**config.mk**
```make
export PLATFORM = sky130hd
export DESIGN_NAME = vx_smem_switch_flat
export DESIGN_NICKNAME = d
export VERILOG_FILES = /design/src/rtl/vx_smem_switch_if.sv /design/src/rtl/vx_smem_switch.sv /design/src/flat_wrapper.sv
export SDC_FILE = /design/constraint.sdc
export NUM_CORES = 2
export LEC_CHECK = 0
export ABC_AREA = 1
export BUFFER_PORTS_ARGS = -buffer_cell sky130_fd_sc_hd__buf_2
export CORE_AREA = 10 10 560 562
export DETAILED_ROUTE_END_ITERATION = 16
export DIE_AREA = 0 0 570 572
export PLACE_DENSITY_LB_ADDON = 0.3
export SYNTH_ARGS = -nofsm -noshare
export SYNTH_HDL_FRONTEND = slang
export SYNTH_SLANG_ARGS = --single-unit
```
**constraint.sdc**
```tcl
create_clock -name clk -period 2.54 [get_ports clk]
set_clock_uncertainty 0.15 [all_clocks]
set_input_delay 0.127 -clock clk [delete_from_list [all_inputs] [get_ports clk]]
set_output_delay 0.127 -clock clk [all_outputs]
set_load 0.03 [all_outputs]
```
**src/rtl/vx_smem_switch_if.sv**
```systemverilog
// Shared-memory switch bus: per-lane request bundle plus a single merged response channel.
// The master drives requests and response-ready; the slave drives request-ready and responses.
interface vx_smem_switch_if #(
  parameter int unsigned NUM_REQS  = 4,
  parameter int unsigned WORD_SIZE = 4,
  parameter int unsigned TAG_WIDTH = 16
);
  logic [NUM_REQS-1:0]                  req_valid;
  logic [NUM_REQS-1:0]                  req_rw;
  logic [NUM_REQS-1:0][29:0]            req_addr;
  logic [NUM_REQS-1:0][WORD_SIZE-1:0]   req_byteen;
  logic [NUM_REQS-1:0][8*WORD_SIZE-1:0] req_data;
  logic [NUM_REQS-1:0][TAG_WIDTH-1:0]   req_tag;
  logic [NUM_REQS-1:0]                  req_ready;

  logic                                 rsp_valid;
  logic [NUM_REQS-1:0]                  rsp_tmask;
  logic [NUM_REQS-1:0][8*WORD_SIZE-1:0] rsp_data;
  logic [TAG_WIDTH-1:0]                 rsp_tag;
  logic                                 rsp_ready;

  modport master (
    output req_valid, req_rw, req_addr, req_byteen, req_data, req_tag,
    input  req_ready,
    input  rsp_valid, rsp_tmask, rsp_data, rsp_tag,
    output rsp_ready
  );

  modport slave (
    input  req_valid, req_rw, req_addr, req_byteen, req_data, req_tag,
    output req_ready,
    output rsp_valid, rsp_tmask, rsp_data, rsp_tag,
    input  rsp_ready
  );
endinterface

```
**src/rtl/vx_smem_switch.sv**
```systemverilog
// Splits LSU lane requests between cache and shared memory by tag bit 0, and merges the two
// response streams round-robin. Define VX_SMEM_SWITCH_PERF_EN to add smem read/write counters.
`ifdef VX_SMEM_SWITCH_PERF_EN
`ifndef PERF_CTR_BITS
`define PERF_CTR_BITS 44
`endif
`endif

module vx_smem_switch #(
  parameter int unsigned NUM_REQS  = 4,
  parameter int unsigned WORD_SIZE = 4,
  parameter int unsigned TAG_WIDTH = 16
) (
  input logic              clk,
  input logic              reset,
  vx_smem_switch_if.slave  core_bus,
  vx_smem_switch_if.master cache_bus,
  vx_smem_switch_if.master smem_bus
`ifdef VX_SMEM_SWITCH_PERF_EN
  ,
  output logic [`PERF_CTR_BITS-1:0] perf_smem_reads,
  output logic [`PERF_CTR_BITS-1:0] perf_smem_writes
`endif
);
  localparam int unsigned PayW = 1 + 30 + WORD_SIZE + 8 * WORD_SIZE + TAG_WIDTH;
  typedef logic [PayW-1:0] pay_t;

  // Index 0 = cache port, 1 = smem port.
  logic [1:0][NUM_REQS-1:0] buf_push, buf_pop, buf_free, buf_valid, out_ready;
  pay_t                     buf_head [2][NUM_REQS];
  pay_t                     in_pay   [NUM_REQS];
  logic [NUM_REQS-1:0]      sel_smem;

  for (genvar i = 0; i < NUM_REQS; i++) begin : g_lane
    assign sel_smem[i] = core_bus.req_tag[i][0];
    assign in_pay[i]   = {core_bus.req_rw[i], core_bus.req_addr[i], core_bus.req_byteen[i],
                          core_bus.req_data[i], core_bus.req_tag[i]};
    assign core_bus.req_ready[i] = reset & (sel_smem[i] ? buf_free[1][i] : buf_free[0][i]);
    assign out_ready[0][i] = cache_bus.req_ready[i];
    assign out_ready[1][i] = smem_bus.req_ready[i];

    assign {cache_bus.req_rw[i], cache_bus.req_addr[i], cache_bus.req_byteen[i],
            cache_bus.req_data[i], cache_bus.req_tag[i]} = buf_head[0][i];
    assign {smem_bus.req_rw[i], smem_bus.req_addr[i], smem_bus.req_byteen[i],
            smem_bus.req_data[i], smem_bus.req_tag[i]} = buf_head[1][i];

    for (genvar p = 0; p < 2; p++) begin : g_port
      logic [1:0] cnt_q, cnt_d;
      pay_t       slot0_q, slot0_d, slot1_q, slot1_d;

      assign buf_valid[p][i] = (cnt_q != 2'd0);
      assign buf_pop[p][i]   = buf_valid[p][i] & out_ready[p][i];
      // A full buffer still accepts when its head leaves this cycle.
      assign buf_free[p][i]  = (cnt_q != 2'd2) | buf_pop[p][i];
      assign buf_push[p][i]  = core_bus.req_valid[i] & (sel_smem[i] == 1'(p)) & buf_free[p][i];
      assign buf_head[p][i]  = slot0_q;

      always_comb begin
        cnt_d   = cnt_q;
        slot0_d = slot0_q;
        slot1_d = slot1_q;
        if (buf_pop[p][i]) begin
          slot0_d = slot1_q;
          cnt_d   = cnt_d - 2'd1;
        end
        if (buf_push[p][i]) begin
          if (cnt_d == 2'd0) slot0_d = in_pay[i];
          else               slot1_d = in_pay[i];
          cnt_d = cnt_d + 2'd1;
        end
      end

      always_ff @(posedge clk or negedge reset) begin
        if (!reset) begin
          cnt_q   <= 2'd0;
          slot0_q <= '0;
          slot1_q <= '0;
        end else begin
          cnt_q   <= cnt_d;
          slot0_q <= slot0_d;
          slot1_q <= slot1_d;
        end
      end
    end
  end

  assign cache_bus.req_valid = buf_valid[0];
  assign smem_bus.req_valid  = buf_valid[1];

  // Response merge: rr_q set means smem wins the next tie.
  logic                                 rr_q;
  logic                                 grant_smem, can_load, cache_fire, smem_fire;
  logic                                 rsp_valid_q;
  logic [NUM_REQS-1:0]                  rsp_tmask_q;
  logic [NUM_REQS-1:0][8*WORD_SIZE-1:0] rsp_data_q;
  logic [TAG_WIDTH-1:0]                 rsp_tag_q;

  always_comb begin
    grant_smem          = smem_bus.rsp_valid & (~cache_bus.rsp_valid | rr_q);
    can_load            = ~rsp_valid_q | core_bus.rsp_ready;
    cache_bus.rsp_ready = reset & ~grant_smem & can_load;
    smem_bus.rsp_ready  = reset & grant_smem & can_load;
    cache_fire          = cache_bus.rsp_valid & cache_bus.rsp_ready;
    smem_fire           = smem_bus.rsp_valid & smem_bus.rsp_ready;
  end

  always_ff @(posedge clk or negedge reset) begin
    if (!reset) begin
      rr_q        <= 1'b0;
      rsp_valid_q <= 1'b0;
      rsp_tmask_q <= '0;
      rsp_data_q  <= '0;
      rsp_tag_q   <= '0;
    end else begin
      if (cache_fire) begin
        rr_q        <= 1'b1;
        rsp_valid_q <= 1'b1;
        rsp_tmask_q <= cache_bus.rsp_tmask;
        rsp_data_q  <= cache_bus.rsp_data;
        rsp_tag_q   <= cache_bus.rsp_tag;
      end else if (smem_fire) begin
        rr_q        <= 1'b0;
        rsp_valid_q <= 1'b1;
        rsp_tmask_q <= smem_bus.rsp_tmask;
        rsp_data_q  <= smem_bus.rsp_data;
        rsp_tag_q   <= smem_bus.rsp_tag;
      end else if (core_bus.rsp_ready) begin
        rsp_valid_q <= 1'b0;
      end
    end
  end

  assign core_bus.rsp_valid = rsp_valid_q;
  assign core_bus.rsp_tmask = rsp_tmask_q;
  assign core_bus.rsp_data  = rsp_data_q;
  assign core_bus.rsp_tag   = rsp_tag_q;

`ifdef VX_SMEM_SWITCH_PERF_EN
  localparam int unsigned CtrW = `PERF_CTR_BITS;
  logic [CtrW-1:0] rd_cnt_q, wr_cnt_q, rd_inc, wr_inc;

  always_comb begin
    rd_inc = '0;
    wr_inc = '0;
    for (int i = 0; i < int'(NUM_REQS); i++) begin
      if (buf_pop[1][i]) begin
        if (buf_head[1][i][PayW-1]) wr_inc = wr_inc + CtrW'(1);
        else                        rd_inc = rd_inc + CtrW'(1);
      end
    end
  end

  always_ff @(posedge clk or negedge reset) begin
    if (!reset) begin
      rd_cnt_q <= '0;
      wr_cnt_q <= '0;
    end else begin
      rd_cnt_q <= rd_cnt_q + rd_inc;
      wr_cnt_q <= wr_cnt_q + wr_inc;
    end
  end

  assign perf_smem_reads  = rd_cnt_q;
  assign perf_smem_writes = wr_cnt_q;
`endif
endmodule

```
**src/flat_wrapper.sv**
```systemverilog
// flat-port wrapper written by rule: the top's interface ports become plain ports
module vx_smem_switch_flat 
#(
  parameter int unsigned NUM_REQS  = 4,
  parameter int unsigned WORD_SIZE = 4,
  parameter int unsigned TAG_WIDTH = 16
)
  (clk, reset, core_bus_req_valid, core_bus_req_rw, core_bus_req_addr, core_bus_req_byteen, core_bus_req_data, core_bus_req_tag, core_bus_req_ready, core_bus_rsp_valid, core_bus_rsp_tmask, core_bus_rsp_data, core_bus_rsp_tag, core_bus_rsp_ready, cache_bus_req_valid, cache_bus_req_rw, cache_bus_req_addr, cache_bus_req_byteen, cache_bus_req_data, cache_bus_req_tag, cache_bus_req_ready, cache_bus_rsp_valid, cache_bus_rsp_tmask, cache_bus_rsp_data, cache_bus_rsp_tag, cache_bus_rsp_ready, smem_bus_req_valid, smem_bus_req_rw, smem_bus_req_addr, smem_bus_req_byteen, smem_bus_req_data, smem_bus_req_tag, smem_bus_req_ready, smem_bus_rsp_valid, smem_bus_rsp_tmask, smem_bus_rsp_data, smem_bus_rsp_tag, smem_bus_rsp_ready);
  vx_smem_switch_if #(.NUM_REQS(NUM_REQS), .WORD_SIZE(WORD_SIZE), .TAG_WIDTH(TAG_WIDTH)) core_bus_i ();
  vx_smem_switch_if #(.NUM_REQS(NUM_REQS), .WORD_SIZE(WORD_SIZE), .TAG_WIDTH(TAG_WIDTH)) cache_bus_i ();
  vx_smem_switch_if #(.NUM_REQS(NUM_REQS), .WORD_SIZE(WORD_SIZE), .TAG_WIDTH(TAG_WIDTH)) smem_bus_i ();
  input logic clk;
  input logic reset;
  input wire logic [$bits(core_bus_i.req_valid)-1:0] core_bus_req_valid;
  input wire logic [$bits(core_bus_i.req_rw)-1:0] core_bus_req_rw;
  input wire logic [$bits(core_bus_i.req_addr)-1:0] core_bus_req_addr;
  input wire logic [$bits(core_bus_i.req_byteen)-1:0] core_bus_req_byteen;
  input wire logic [$bits(core_bus_i.req_data)-1:0] core_bus_req_data;
  input wire logic [$bits(core_bus_i.req_tag)-1:0] core_bus_req_tag;
  output wire logic [$bits(core_bus_i.req_ready)-1:0] core_bus_req_ready;
  output wire logic [$bits(core_bus_i.rsp_valid)-1:0] core_bus_rsp_valid;
  output wire logic [$bits(core_bus_i.rsp_tmask)-1:0] core_bus_rsp_tmask;
  output wire logic [$bits(core_bus_i.rsp_data)-1:0] core_bus_rsp_data;
  output wire logic [$bits(core_bus_i.rsp_tag)-1:0] core_bus_rsp_tag;
  input wire logic [$bits(core_bus_i.rsp_ready)-1:0] core_bus_rsp_ready;
  output wire logic [$bits(cache_bus_i.req_valid)-1:0] cache_bus_req_valid;
  output wire logic [$bits(cache_bus_i.req_rw)-1:0] cache_bus_req_rw;
  output wire logic [$bits(cache_bus_i.req_addr)-1:0] cache_bus_req_addr;
  output wire logic [$bits(cache_bus_i.req_byteen)-1:0] cache_bus_req_byteen;
  output wire logic [$bits(cache_bus_i.req_data)-1:0] cache_bus_req_data;
  output wire logic [$bits(cache_bus_i.req_tag)-1:0] cache_bus_req_tag;
  input wire logic [$bits(cache_bus_i.req_ready)-1:0] cache_bus_req_ready;
  input wire logic [$bits(cache_bus_i.rsp_valid)-1:0] cache_bus_rsp_valid;
  input wire logic [$bits(cache_bus_i.rsp_tmask)-1:0] cache_bus_rsp_tmask;
  input wire logic [$bits(cache_bus_i.rsp_data)-1:0] cache_bus_rsp_data;
  input wire logic [$bits(cache_bus_i.rsp_tag)-1:0] cache_bus_rsp_tag;
  output wire logic [$bits(cache_bus_i.rsp_ready)-1:0] cache_bus_rsp_ready;
  output wire logic [$bits(smem_bus_i.req_valid)-1:0] smem_bus_req_valid;
  output wire logic [$bits(smem_bus_i.req_rw)-1:0] smem_bus_req_rw;
  output wire logic [$bits(smem_bus_i.req_addr)-1:0] smem_bus_req_addr;
  output wire logic [$bits(smem_bus_i.req_byteen)-1:0] smem_bus_req_byteen;
  output wire logic [$bits(smem_bus_i.req_data)-1:0] smem_bus_req_data;
  output wire logic [$bits(smem_bus_i.req_tag)-1:0] smem_bus_req_tag;
  input wire logic [$bits(smem_bus_i.req_ready)-1:0] smem_bus_req_ready;
  input wire logic [$bits(smem_bus_i.rsp_valid)-1:0] smem_bus_rsp_valid;
  input wire logic [$bits(smem_bus_i.rsp_tmask)-1:0] smem_bus_rsp_tmask;
  input wire logic [$bits(smem_bus_i.rsp_data)-1:0] smem_bus_rsp_data;
  input wire logic [$bits(smem_bus_i.rsp_tag)-1:0] smem_bus_rsp_tag;
  output wire logic [$bits(smem_bus_i.rsp_ready)-1:0] smem_bus_rsp_ready;
  assign core_bus_i.req_valid = core_bus_req_valid;
  assign core_bus_i.req_rw = core_bus_req_rw;
  assign core_bus_i.req_addr = core_bus_req_addr;
  assign core_bus_i.req_byteen = core_bus_req_byteen;
  assign core_bus_i.req_data = core_bus_req_data;
  assign core_bus_i.req_tag = core_bus_req_tag;
  assign core_bus_req_ready = core_bus_i.req_ready;
  assign core_bus_rsp_valid = core_bus_i.rsp_valid;
  assign core_bus_rsp_tmask = core_bus_i.rsp_tmask;
  assign core_bus_rsp_data = core_bus_i.rsp_data;
  assign core_bus_rsp_tag = core_bus_i.rsp_tag;
  assign core_bus_i.rsp_ready = core_bus_rsp_ready;
  assign cache_bus_req_valid = cache_bus_i.req_valid;
  assign cache_bus_req_rw = cache_bus_i.req_rw;
  assign cache_bus_req_addr = cache_bus_i.req_addr;
  assign cache_bus_req_byteen = cache_bus_i.req_byteen;
  assign cache_bus_req_data = cache_bus_i.req_data;
  assign cache_bus_req_tag = cache_bus_i.req_tag;
  assign cache_bus_i.req_ready = cache_bus_req_ready;
  assign cache_bus_i.rsp_valid = cache_bus_rsp_valid;
  assign cache_bus_i.rsp_tmask = cache_bus_rsp_tmask;
  assign cache_bus_i.rsp_data = cache_bus_rsp_data;
  assign cache_bus_i.rsp_tag = cache_bus_rsp_tag;
  assign cache_bus_rsp_ready = cache_bus_i.rsp_ready;
  assign smem_bus_req_valid = smem_bus_i.req_valid;
  assign smem_bus_req_rw = smem_bus_i.req_rw;
  assign smem_bus_req_addr = smem_bus_i.req_addr;
  assign smem_bus_req_byteen = smem_bus_i.req_byteen;
  assign smem_bus_req_data = smem_bus_i.req_data;
  assign smem_bus_req_tag = smem_bus_i.req_tag;
  assign smem_bus_i.req_ready = smem_bus_req_ready;
  assign smem_bus_i.rsp_valid = smem_bus_rsp_valid;
  assign smem_bus_i.rsp_tmask = smem_bus_rsp_tmask;
  assign smem_bus_i.rsp_data = smem_bus_rsp_data;
  assign smem_bus_i.rsp_tag = smem_bus_rsp_tag;
  assign smem_bus_rsp_ready = smem_bus_i.rsp_ready;
  vx_smem_switch #(.NUM_REQS(NUM_REQS), .WORD_SIZE(WORD_SIZE), .TAG_WIDTH(TAG_WIDTH)) u_core (.clk(clk), .reset(reset), .core_bus(core_bus_i), .cache_bus(cache_bus_i), .smem_bus(smem_bus_i));
endmodule
```
==> impl_metrics.tcl <==
set metrics [dict create \
    layout-drive-gt1-share 0.186 \
    required_ps 3090 \
    rr_worst_depth 8 \
    ys.flop_type "dfrtp_1" \
    detail-route-antenna-nets 0 \
    rrSetupSlack_ps 5 \
    place_area_um2 79800 \
    final_max_slew_viol_count 0 \
    synthTopCellsByArea "dfrtp_1 (56%), nand2_1 (21%), o21ai_0 (10%)" \
    fmax_mhz 394 \
    drt_iter0_drc 6531 \
    synth_nets 9190 \
    synth-async-reset-ratio 1.00 \
    cts_tree "built" \
    swShare 0.445 \
    die_w_um 570 \
    ys_warn_count 0 \
    hold_viol_final 0 \
    synth_cell_type_count 26 \
    synth_most_common_cell "nand2_1" \
    layout_min_cycle_time_ps 2540 \
    holdWs_ps 83.0 \
    regArea_um2 37400 \
    area_growth_pct 48.5 \
    clockBufferDepth 4 \
    syn_area_um2 67100 \
    dr.pass1.iters 8 \
    yosys.area.top_type_share 0.557 \
    die_area_um2 326000 \
    grt_pass1_wl_um 474000 \
    portBuffers 1471 \
    fillCellCount 31600 \
    dieHeight_um 572 \
    p_comb_frac 0.442 \
    multiInputGateArea_um2 24100 \
    critical_path_arrival_ps 3090 \
    layout.cells.non_filler 15300 \
    io_pins 1472 \
    antenna_found_initial 48 \
    setup_viol 0 \
    overflow 0 \
    cpPeakStageDelay_ps 670 \
    worst_pin_slew_ps 935 \
    synth-edff-count 0 \
    grt_pass1_vias 65100 \
    drv_cap 0 \
    critPathLaunch "u_core.core_bus.rsp_valid$_DFFE_PN0P_" \
    dr_total_vias 67100 \
    wl_per_cell_um 21.8 \
    cts_root_buf "clkbuf_16" \
    crit_path_end_kind "flop" \
    cp-start-kind "flop" \
    core_area_um2 302000 \
    clk_latency_ps 830 \
    placementRows 202 \
    slowest_stage "dlygate4sd3_1" \
    start_util 0.222 \
    peakVddDrop_mv 0.746 \
    grt_max_degree 167 \
    r2r_start "u_core.core_bus.rsp_valid$_DFFE_PN0P_" \
    worstPathCellList "a21oi_4, buf_12, buf_4, bufbuf_16, nand4_1, dlygate4sd3_1, nand2_1, nand2_1" \
    p_int_mw 66.2 \
    reg2reg_to "u_core.core_bus.rsp_data[3]$_DFFE_PN0P_" \
    fin_crit_sh 0.998 \
    max-slew-margin-rel 0.375 \
    leakage_nw 50.8 \
    finish.utilization 0.330 \
    synth.avg_cell_area_um2 7.87 \
    drt-vias-per-instance 4.38 \
    cts_made_buffers 182 \
    cpMostUsedCell "nand2_1" \
    synthTopCellsByCount "nand2_1 (3797), dfrtp_1 (1494), o21ai_0 (1345)" \
    htree_levels 4 \
    drcViolationCount 0 \
    gp_routability_congestion 0.989 \
    clock-sinks 1494 \
    status "complete, no violations" \
    hp-start "core_bus_req_data[55]" \
    synth_top_cell_by_area "dfrtp_1" \
    p_per_area_nw_per_um2 1200 \
    critical_path_class "flop to flop" \
    cp_max_fo 14 \
    syn_inst 8521 \
    final_area_um2 99600 \
    hold_depth 4 \
    p_sw_mw 53.1 \
    wl_um 334000 \
    hpwl_um 238000 \
    clkSlewWorstSetupHoldPaths_ps 60 \
    whs_endpoint "u_core.g_lane[1].g_port[1].slot0_q[39]$_DFF_PN0_" \
    power_frac_clock 0.225 \
    min_path_type "primary input to flop" \
    ys_ff_latch 1494 \
    grt_usage 0.194 \
    dp_cells 13600 \
    layout.nets 11800 \
    synth-seq-area-share 0.557 \
    pwr-share-seq 0.333 \
]
## flip-flops by register name, indices dropped and copies added (netlist names)
signal                        flops
u_core.core_bus.rsp_valid         1
u_core.core_bus.rsp_tmask         4
u_core.rr_q                       1
u_core.g_lane.g_port.cnt_q       16
u_core.g_lane.g_port.slot1_q    664
u_core.g_lane.g_port.slot0_q    664
u_core.core_bus.rsp_tag          16
u_core.core_bus.rsp_data        128
## cell families (layout without fill, tap and decap cells)
| logic type | after synthesis | count (layout) | share of synthesized area |
|---|---|---|---|
| other | 0 | 34 | 0 |
| AOI/OAI and AO/OA | 1390 | 1390 | 0.105 |
| xor gates and xnor gates | 16 | 16 | 0.00209 |
| adders and majority gates | 24 | 24 | 0.00448 |
| buffers and inverters | 1425 | 4196 | 0.0881 |
| and+or+nand+nor | 4172 | 4172 | 0.243 |
| DFF | 1494 | 1494 | 0.557 |
## per-stage QoR
step           total power, mW  setup TNS (ps)  worst slack, ps
2_1_floorplan             69.6               0             77.9
3_3_place_gp              89.3               0             61.9
3_5_place_dp              89.7               0             27.1
4_1_cts                    120           -8.55            -8.55
5_1_grt                    127           -24.6            -10.8
6_report                   119               0             4.80
## power by group through the flow
stage / clock, mW / sequential [mW] / combinational [mW]
2_1_floorplan: 0 / 49.3 / 20.4
4_1_cts: 27.7 / 39.6 / 52.4
6_report: 26.9 / 39.7 / 52.8
3_3_place_gp: 0 / 39.7 / 49.5
3_5_place_dp: 0 / 39.9 / 49.7
5_1_grt: 28.6 / 40.7 / 58.2
## worst max-delay path: cells and delay by family, from the launching register on
family          cells  cell delay (ps)
simple gates        3              300
compound gates      1              220
flops               1              410
buf+inv             4             1310
## how the worst max path moves through the flow
| stage | slack, ps | endpoint |
|---|---|---|
| after global placement | 60 | u_core.g_lane[0].g_port[1].slot0_q[12]$_DFF_PN0_ |
| after global routing | -10 | core_bus_req_ready[3] |
| after floorplan | 80 | u_core.g_lane[1].g_port[0].slot1_q[25]$_DFFE_PN0P_ |
| after CTS | -9 | cache_bus_rsp_ready |
| final | 5 | u_core.core_bus.rsp_data[3]$_DFFE_PN0P_ |
| after detailed placement | 30 | u_core.g_lane[0].g_port[1].slot0_q[20]$_DFF_PN0_ |
## layer usage
metal | global-route usage | share of wire | vias up
met5 | 0 | 0.00030 | -
met4 | 0.0772 | 0.048 | 16
met3 | 0.0657 | 0.098 | 617
met2 | 0.288 | 0.42 | 2730
met1 | 0.259 | 0.43 | 31900
li1 | - | - | 31800
## cells in the final DEF, fill, tap and decap left out, types with 7 or more instances in the layout
master / count
o21ai_1: 27
ha_1: 15
nand2_8: 7
clkinv_2: 30
buf_2: 1463
nand2_4: 7
ha_2: 9
dlygate4sd3_1: 1243
clkbuf_1: 39
clkbuf_16: 193
buf_4: 152
bufbuf_16: 8
inv_1: 861
diode_2: 34
clkbuf_8: 36
nand3_1: 197
nand2_1: 3791
buf_12: 92
dfrtp_1: 1494
xor2_1: 13
inv_2: 14
nor2_4: 7
buf_16: 9
o211ai_1: 8
bufinv_16: 13
nand4_1: 148
o21ai_0: 1345
buf_6: 13
## layout make-up
class	instances	share of cell area
multi-input cells	5602	0.242
clock inverters	63	0.00805
well taps	3978	0.0500
clock buffers	260	0.0529
diodes	34	0.000854
repair buffers	2990	0.237
flip-flops and latches	1494	0.375
inverters	883	0.0335
## timing repair
item / 4_1_cts / 5_1_grt
endpoints found under the hold margin: 2937 / 0
hold buffers: 1250 / 0
setup buffers: 22 / 21
setup endpoints to repair: 23 / 478
gates resized for setup: 37 / 40
pin swaps: 5 / 9
cloned: 8 / 8
No activity file was read; power rests on OpenSTA's default activity.
